`src/rtl/fifo_nibble_uart_tx_if.sv`:
```
// FIFO read-side bundle between the synchronous FIFO and its serial consumer.
// master = consumer (issues pops), slave = FIFO (supplies flag and data).
interface fifo_nibble_uart_tx_if #(
   parameter int DATA_W = 4
);
   logic              fifo_empty;
   logic [DATA_W-1:0] fifo_rd_data;
   logic              fifo_rd_en;

   modport master (
      input  fifo_empty,
      input  fifo_rd_data,
      output fifo_rd_en
   );

   modport slave (
      output fifo_empty,
      output fifo_rd_data,
      input  fifo_rd_en
   );
endinterface

```
`src/rtl/fifo_nibble_uart_tx.sv`:
```
// Pops words from a registered-read FIFO and sends them as start/LSB-first/stop frames.
// Define FIFO_UART_PARITY_EN to append an even-parity bit after the data bits.
module fifo_nibble_uart_tx #(
   parameter int DATA_W       = 4,
   parameter int CLKS_PER_BIT = 4
) (
   input  logic                 clk,
   input  logic                 rst,
   fifo_nibble_uart_tx_if.master fifo,
   output logic                 tx_out,
   output logic                 busy,
   output logic                 frame_done
);

   localparam int DIV_W = $clog2(CLKS_PER_BIT + 1);
   localparam int BIT_W = (DATA_W > 1) ? $clog2(DATA_W) : 1;
   localparam logic [DIV_W-1:0] DIV_LAST = DIV_W'(CLKS_PER_BIT - 1);
   localparam logic [BIT_W-1:0] BIT_LAST = BIT_W'(DATA_W - 1);

`ifdef FIFO_UART_PARITY_EN
   typedef enum logic [2:0] {
      IDLE, POP, LOAD, START, DATA, PARITY, STOP
   } state_e;
`else
   typedef enum logic [2:0] {
      IDLE, POP, LOAD, START, DATA, STOP
   } state_e;
`endif

   state_e            state_q, state_d;
   logic [DATA_W-1:0] shift_q, shift_d;
   logic [DIV_W-1:0]  div_q, div_d;
   logic [BIT_W-1:0]  bit_q, bit_d;
   logic              tx_out_q, tx_out_d;
   logic              rd_en_q, rd_en_d;
   logic              busy_q, busy_d;
   logic              done_q, done_d;
   logic              bit_end;
`ifdef FIFO_UART_PARITY_EN
   logic              parity_q, parity_d;
`endif

   assign bit_end = (div_q == DIV_LAST);

   always_comb begin
      state_d = state_q;
      shift_d = shift_q;
      div_d   = div_q;
      bit_d   = bit_q;
`ifdef FIFO_UART_PARITY_EN
      parity_d = parity_q;
`endif
      unique case (state_q)
         IDLE: begin
            if (rd_en_q) state_d = POP;
         end
         POP: state_d = LOAD;
         LOAD: begin
            shift_d = fifo.fifo_rd_data;
            div_d   = '0;
            bit_d   = '0;
`ifdef FIFO_UART_PARITY_EN
            parity_d = ^fifo.fifo_rd_data;
`endif
            state_d = START;
         end
         START: begin
            if (bit_end) begin
               div_d   = '0;
               state_d = DATA;
            end else begin
               div_d = div_q + 1'b1;
            end
         end
         DATA: begin
            if (bit_end) begin
               div_d   = '0;
               shift_d = shift_q >> 1;
               if (bit_q == BIT_LAST) begin
                  bit_d = '0;
`ifdef FIFO_UART_PARITY_EN
                  state_d = PARITY;
`else
                  state_d = STOP;
`endif
               end else begin
                  bit_d = bit_q + 1'b1;
               end
            end else begin
               div_d = div_q + 1'b1;
            end
         end
`ifdef FIFO_UART_PARITY_EN
         PARITY: begin
            if (bit_end) begin
               div_d   = '0;
               state_d = STOP;
            end else begin
               div_d = div_q + 1'b1;
            end
         end
`endif
         STOP: begin
            if (bit_end) begin
               div_d   = '0;
               state_d = IDLE;
            end else begin
               div_d = div_q + 1'b1;
            end
         end
         default: state_d = IDLE;
      endcase

      if (rst) begin
         state_d = IDLE;
         shift_d = '0;
         div_d   = '0;
         bit_d   = '0;
`ifdef FIFO_UART_PARITY_EN
         parity_d = 1'b0;
`endif
      end

      // Outputs are decoded from the next state so they change with it.
      unique case (state_d)
         START:   tx_out_d = 1'b0;
         DATA:    tx_out_d = shift_d[0];
`ifdef FIFO_UART_PARITY_EN
         PARITY:  tx_out_d = parity_d;
`endif
         default: tx_out_d = 1'b1;
      endcase

      busy_d  = (state_d != IDLE);
      done_d  = (state_d == STOP) && (div_d == DIV_LAST);
      rd_en_d = (state_d == IDLE) && !fifo.fifo_empty;

      if (rst) begin
         tx_out_d = 1'b1;
         busy_d   = 1'b0;
         done_d   = 1'b0;
         rd_en_d  = 1'b0;
      end
   end

   always_ff @(posedge clk) begin
      state_q  <= state_d;
      shift_q  <= shift_d;
      div_q    <= div_d;
      bit_q    <= bit_d;
      tx_out_q <= tx_out_d;
      rd_en_q  <= rd_en_d;
      busy_q   <= busy_d;
      done_q   <= done_d;
`ifdef FIFO_UART_PARITY_EN
      parity_q <= parity_d;
`endif
   end

   assign fifo.fifo_rd_en = rd_en_q;
   assign tx_out          = tx_out_q;
   assign busy            = busy_q;
   assign frame_done      = done_q;

endmodule

```
`src/flat_wrapper.sv`:
```
// flat-port wrapper written by rule: the top's interface ports become plain ports
module fifo_nibble_uart_tx_flat 
#(
   parameter int DATA_W       = 4,
   parameter int CLKS_PER_BIT = 4
)
  (clk, rst, tx_out, busy, frame_done, fifo_fifo_empty, fifo_fifo_rd_data, fifo_fifo_rd_en);
  fifo_nibble_uart_tx_if #(.DATA_W(DATA_W)) fifo_i ();
  input  logic clk;
  input  logic rst;
  output logic tx_out;
  output logic busy;
  output logic frame_done;
  input wire logic [$bits(fifo_i.fifo_empty)-1:0] fifo_fifo_empty;
  input wire logic [$bits(fifo_i.fifo_rd_data)-1:0] fifo_fifo_rd_data;
  output wire logic [$bits(fifo_i.fifo_rd_en)-1:0] fifo_fifo_rd_en;
  assign fifo_i.fifo_empty = fifo_fifo_empty;
  assign fifo_i.fifo_rd_data = fifo_fifo_rd_data;
  assign fifo_fifo_rd_en = fifo_i.fifo_rd_en;
  fifo_nibble_uart_tx #(.DATA_W(DATA_W), .CLKS_PER_BIT(CLKS_PER_BIT)) u_core (.clk(clk), .rst(rst), .fifo(fifo_i), .tx_out(tx_out), .busy(busy), .frame_done(frame_done));
endmodule
```
`config.mk`:
```
export PLATFORM = sky130hd
export DESIGN_NAME = fifo_nibble_uart_tx_flat
export DESIGN_NICKNAME = d
export VERILOG_FILES = /design/src/rtl/fifo_nibble_uart_tx_if.sv /design/src/rtl/fifo_nibble_uart_tx.sv /design/src/flat_wrapper.sv
export SDC_FILE = /design/constraint.sdc
export NUM_CORES = 1
export LEC_CHECK = 0
export BUFFER_PORTS_ARGS = -buffer_cell sky130_fd_sc_hd__buf_2
export CORE_AREA = 2 2 45 47
export DETAILED_ROUTE_END_ITERATION = 16
export DIE_AREA = 0 0 47 49
export GPL_ROUTABILITY_DRIVEN = 0
export PLACE_DENSITY_LB_ADDON = 0.12
export SETUP_SLACK_MARGIN = 0.02
export SKIP_CTS_REPAIR_TIMING = 1
export SYNTH_ARGS = -nofsm -noshare
export SYNTH_HDL_FRONTEND = slang
export SYNTH_SLANG_ARGS = --single-unit
```
`constraint.sdc`:
```
create_clock -name clk -period 4.65 [get_ports clk]
set_input_delay 0 -clock clk [delete_from_list [all_inputs] [get_ports clk]]
set_output_delay 0 -clock clk [all_outputs]
set_load 0.02 [all_outputs]
```
# --- Word-level counts from Yosys, hierarchy flattened ---
# Index checks and enable logic that the tools add are counted.
# W data, S select, Z words.
totals:
  mem_bits_rw: 0
  out_inout_bits: 4
  word_cells: 49
  memories: 0
  rom_bits: 0
  regBits: 16
  latch_bits: 0
op_classes:
  multipliers: 0
  n_shift: 0
  mux: 17
  addsub: 2
  bitwise: 0
  n_div: 0
  reduce_logical: 9
  eq_ne: 12
  n_lt_le_gt_ge: 0
ops:
  columns: ["cell", "count"]
  rows:
  - ["$mux W3", 8]
  - ["$pmux W3 S6", 1]
  - ["$eq A3 B2 Y1 const B", 5]
  - ["$eq A3 B3 Y1 const B", 4]
  - ["$pmux W4 S2", 1]
  - ["$logic_not A3 Y1", 2]
  - ["$pmux W3 S2", 1]
  - ["$mux W2", 2]
  - ["$mux W4", 1]
  - ["$pmux W2 S2", 1]
  - ["$add A3 B1 Y3 const B", 1]
  - ["$eq A3 B1 Y1 const B", 1]
  - ["$reduce_bool A3 Y1", 1]
  - ["$reduce_or A3 Y1", 1]
  - ["$add A2 B1 Y2 const B", 1]
  - ["$eq A2 B2 Y1 const B", 1]
  - ["$logic_and A1 B1 Y1", 2]
  - ["$ne A2 B1 Y1 const B", 1]
  - ["$pmux W1 S2", 1]
  - ["$reduce_and A2 Y1", 1]
  - ["$reduce_bool A2 Y1", 1]
  - ["$logic_not A1 Y1", 1]
  - ["$mux W1", 1]

# --- Longest topological paths before layout ---
logic_depth:
  depth_word: 7
  depth_mapped: 6

# --- Worst setup path before layout ---
# Ideal clock, no wire load.
synth_timing:
  path_kind: "flip-flop to flip-flop"
  startpoint: "register u_core.div_q[0]"
  endpoint: "register u_core.busy_q, in the netlist u_core.busy"
  t_required_ns: 4.523
  arrival_ns: 1.476
  path_stages_with_launch: 7
  setup_slack_ns: 3.047
  path_buffers: 0
  setup_ns: 0.127
  period_less_slack_ns: 1.603
  path_cell_list: "dfxtp_1 -> ha_1 -> and2b_2 -> o21ai_1 -> a22oi_2 -> inv_2 -> or3_1"
synth_between:
  elab_chain_len: 5
  word_cells_on_any_way: 7
  cone_classes: "1 x eq/ne; 5 x mux; 1 x reduce/logical"
synth_lines:
  columns: ["item", "line", "rtl"]
  rows:
  - ["from (decl)", "fifo_nibble_uart_tx.sv:32", "logic [DIV_W-1:0] div_q, div_d;"]
  - ["from (signal assigned)", "fifo_nibble_uart_tx.sv:149", "div_q <= div_d;"]
  - ["$eq A3 B2 Y1 *", "fifo_nibble_uart_tx.sv:43", "assign bit_end = (div_q == DIV_LAST);"]
  - ["$mux W3, on equally long branches", "fifo_nibble_uart_tx.sv:104, fifo_nibble_uart_tx.sv:68, fifo_nibble_uart_tx.sv:76", null]
  - ["$pmux W3 S6 *", "fifo_nibble_uart_tx.sv:53", "unique case (state_q)"]
  - ["$mux W3 *", "fifo_nibble_uart_tx.sv:114", "if (rst) begin"]
  - ["net u_core.state_d[0]", "fifo_nibble_uart_tx.sv:30", "state_e state_q, state_d;"]
  - ["$reduce_bool A3 Y1 *", "fifo_nibble_uart_tx.sv:134", "busy_d = (state_d != IDLE);"]
  - ["to (signal assigned)", "fifo_nibble_uart_tx.sv:153", "busy_q <= busy_d;"]
  - ["to (decl)", "fifo_nibble_uart_tx.sv:36", "logic busy_q, busy_d;"]
# Mark *: on every way through the listed nets, which the timed path passes. The rest lies on a longest branch.
# A chain may end at the register's enable or synchronous reset.

# --- Worst setup path after layout ---
# Ends and elaborated chain as after synthesis.

==> impl_metrics.py <==
metrics = {
    "timing": {
        "setup_viol": 0,
        "skew_ns": 0.00323,
        "period_share_pct": 39.0,
        "max_slew_margin_pct": 69.4,
        "rsz0062_at_grt": "no",
        "drv_slew": 0,
        "setup_tns_ns": 0,
        "min_period_ns": 1.81,
        "max_freq_mhz": 551,
        "tightest_slew_ns": 0.459,
        "holdWs_ns": -0.00194,
        "hold_viol_final": 1,
    },
    "synth": {
        "synthCells": 89,
        "yosys-top-cells-count": "16 x dfxtp_1, 8 x nor2_1, 5 x a21oi_1, 5 x nand2_1, 5 x nor3_1",
        "synthMuxAreaShare_pct": 3.83,
        "synthArstFlopShare_pct": 0,
        "yosysSeqAreaShare_pct": 40.8,
        "synth_area_leaders": "dfxtp_1 41%, mux2i_1 3.8%, nor2_1 3.8%, a21oi_1 3.2%, ha_1 3.2%",
        "synth_nets": 98,
        "yosysTopAreaCell": "dfxtp_1",
        "synth_seq_cells": 16,
        "synth_fa_ha_area_share_pct": 3.19,
        "synth_top_family_by_area": "simple AND/OR/NAND/NOR gates",
        "yosys.area_share.xor_xnor_pct": 0,
        "synth_simple_gate_area_share_pct": 29.8,
        "synth_compound_area_share_pct": 17.5,
        "yosysMostFrequentCell": "dfxtp_1",
        "syn_area_um2": 785,
        "ys.warnings.count": 0,
        "synth_edf_count": 0,
        "ys_types": 37,
        "yosysTopAreaCellShare_pct": 40.8,
        "syn_area_per_cell_um2": 8.81,
        "synthFlopType": "dfxtp_1",
    },
    "min_path": {
        "hp-class": "input pin to flop",
    },
    "final_layout": {
        "regArea_um2": 320,
        "n_fill_cell": 196,
        "diodes": 0,
        "multiInputGateArea_um2": 427,
        "layout-area-overhead-vs-synth_pct": 15.5,
        "nNetsFinal": 111,
        "drive_above_1_share_pct": 18.8,
    },
    "drt": {
        "antenna_left": 0,
        "drtIter0Drc": 14,
        "post_drt_wl_per_cell_um": 12.0,
        "drt-vias-per-instance": 5.19,
        "drc": 0,
        "drtPass1Iterations": 4,
        "drt_wl_total_mm": 1.54,
        "vias": 664,
    },
    "run": {
        "maxCapViolations": 0,
    },
    "run_status": {
        "failed_checks": "hold timing",
        "status": "finished, violations left",
    },
    "power_and_ir_drop": {
        "leakagePower_nw": 0.370,
        "power_density_mw_per_mm2": 331,
        "power_mw": 0.300,
        "ir_drop_mv": 0.213,
    },
    "clock_network": {
        "cts_root_buffer": "clkbuf_4",
        "clk_pin_slew_worst_paths_ns": 0.10,
        "cts.sinks": 16,
        "clock_path_buffers": 2,
        "htree_num_levels": 1,
        "cts_buffers": 3,
        "cts_tree": "yes",
        "clk_latency_ns": 0.28,
    },
    "setup_path": {
        "required_ns": 4.83,
        "crit_type": "flop to flop",
        "cp_max_fo": 7,
        "critPathLaunchType": "flop",
        "cp.arrival_ns": 1.99,
        "cp-end-kind": "flop",
    },
    "global_routing": {
        "grt-ovfl-total": 0,
        "grt_pass1_vias": 588,
        "grt_pass1_wl_mm": 2.48,
        "grt_max_degree": 17,
        "antenna_found_initial": 0,
        "grtUsageTotal_pct": 14.5,
    },
    "floorplanning": {
        "floorplan.initialDensity_pct": 42.6,
        "fp.dieH_um": 49,
        "fp.dieW_um": 47,
        "fp-row-count": 16,
        "core_mm2": 0.00184,
        "io_pins": 11,
        "die_area_mm2": 0.00230,
    },
    "placed_design": {
        "port_buffers": 10,
        "dpl.hpwl_mm": 1.14,
    },
}
## sequential cells by signal (all words and copies together) (netlist names)
register,cells
u_core.div_q,3
u_core.fifo.fifo_rd_en,1
u_core.state_q,3
u_core.tx_out,1
u_core.busy,1
u_core.frame_done,1
u_core.shift_q,4
u_core.bit_q,2
## cell families (layout without fill, tap and decap cells)
| logic type | count (synthesis) | in the layout |
|---|---|---|
| compound gates | 20 | 20 |
| flops | 16 | 16 |
| mux | 3 | 3 |
| simple gates | 39 | 39 |
| fa+ha+maj | 2 | 2 |
| buf+inv | 9 | 21 |
## per-stage QoR
| step | hold slack, ns | cells | cell area [um2] | setup slack (ns) | utilization [%] |
|---|---|---|---|---|---|
| 2_1_floorplan | 0.0965 | 89 | 785 | 3.05 | - |
| 3_3_place_gp | 0.242 | 122 | 850 | 2.85 | 46.1 |
| 3_5_place_dp | 0.271 | 122 | 850 | 2.85 | 46.1 |
| 4_1_cts | -0.0411 | 126 | 886 | 2.83 | 48.1 |
| 5_1_grt | 0.0141 | 128 | 906 | 2.70 | 49.2 |
| 6_report | -0.00194 | 128 | 906 | 2.84 | 49.2 |
## per-layer routing
| layer | vias to the layer above | track usage [%] | wire (um) |
|---|---|---|---|
| met5 | - | 0 | 0 |
| met1 | 311 | 20.6 | 728 |
| met4 | 0 | 5.56 | 14 |
| met2 | 5 | 21.7 | 759 |
| li1 | 346 | - | - |
| met3 | 2 | 2.22 | 38 |
## worst paths after layout
check | from | endpoint | slack (ns) | cells after the start
max | u_core.div_q[0] | u_core.busy | 2.84 | 6
min | fifo_fifo_rd_data[1] | u_core.shift_q[1] | -0.002 | 3
max reg2reg | u_core.div_q[0] | u_core.busy | 2.84 | 6
min reg2reg | u_core.shift_q[1] | u_core.shift_q[1] | 0.47 | 2
## report_power, final
| part | total, mW | switching, mW | internal (mW) |
|---|---|---|---|
| Clock | 0.0917 | 0.0441 | 0.0476 |
| Combinational | 0.0501 | 0.0265 | 0.0236 |
| Sequential | 0.158 | 0.0118 | 0.146 |
| Total | 0.300 | 0.0823 | 0.218 |
## critical path, cell delays in order, from the launching register on
cell and delay, ns:
dfxtp_1 0.42, ha_1 0.30, nand2b_1 0.13, o2bb2ai_1 0.17, a22oi_2 0.26, inv_2 0.07, or3_1 0.36
## area by class of cell
| class | count | share of cell area (%) |
|---|---|---|
| flip-flops and latches | 16 | 35.4 |
| well taps | 27 | 3.73 |
| multi-input cells | 64 | 47.1 |
| repair buffers | 12 | 7.73 |
| clock buffers | 4 | 4.01 |
| inverters | 5 | 2.07 |
## cell usage in the layout, fill, tap and decap left out, types with 2 or more instances in the layout
cell type,Yosys,routed
clkbuf_4,0,3
a22oi_1,2,2
a21o_1,2,2
nand4bb_1,2,2
nor2b_1,2,2
o21ai_1,2,2
dfxtp_1,16,16
buf_2,3,10
dlygate4sd3_1,0,2
or3_1,2,2
a21oi_1,5,5
mux2i_1,3,3
nor2_1,8,8
nand2b_1,3,3
o21ai_0,2,2
nor4b_1,2,2
inv_1,4,4
nor3_1,5,5
nand2_1,5,5
ha_1,2,2
Power figures use the tool's default switching activity.
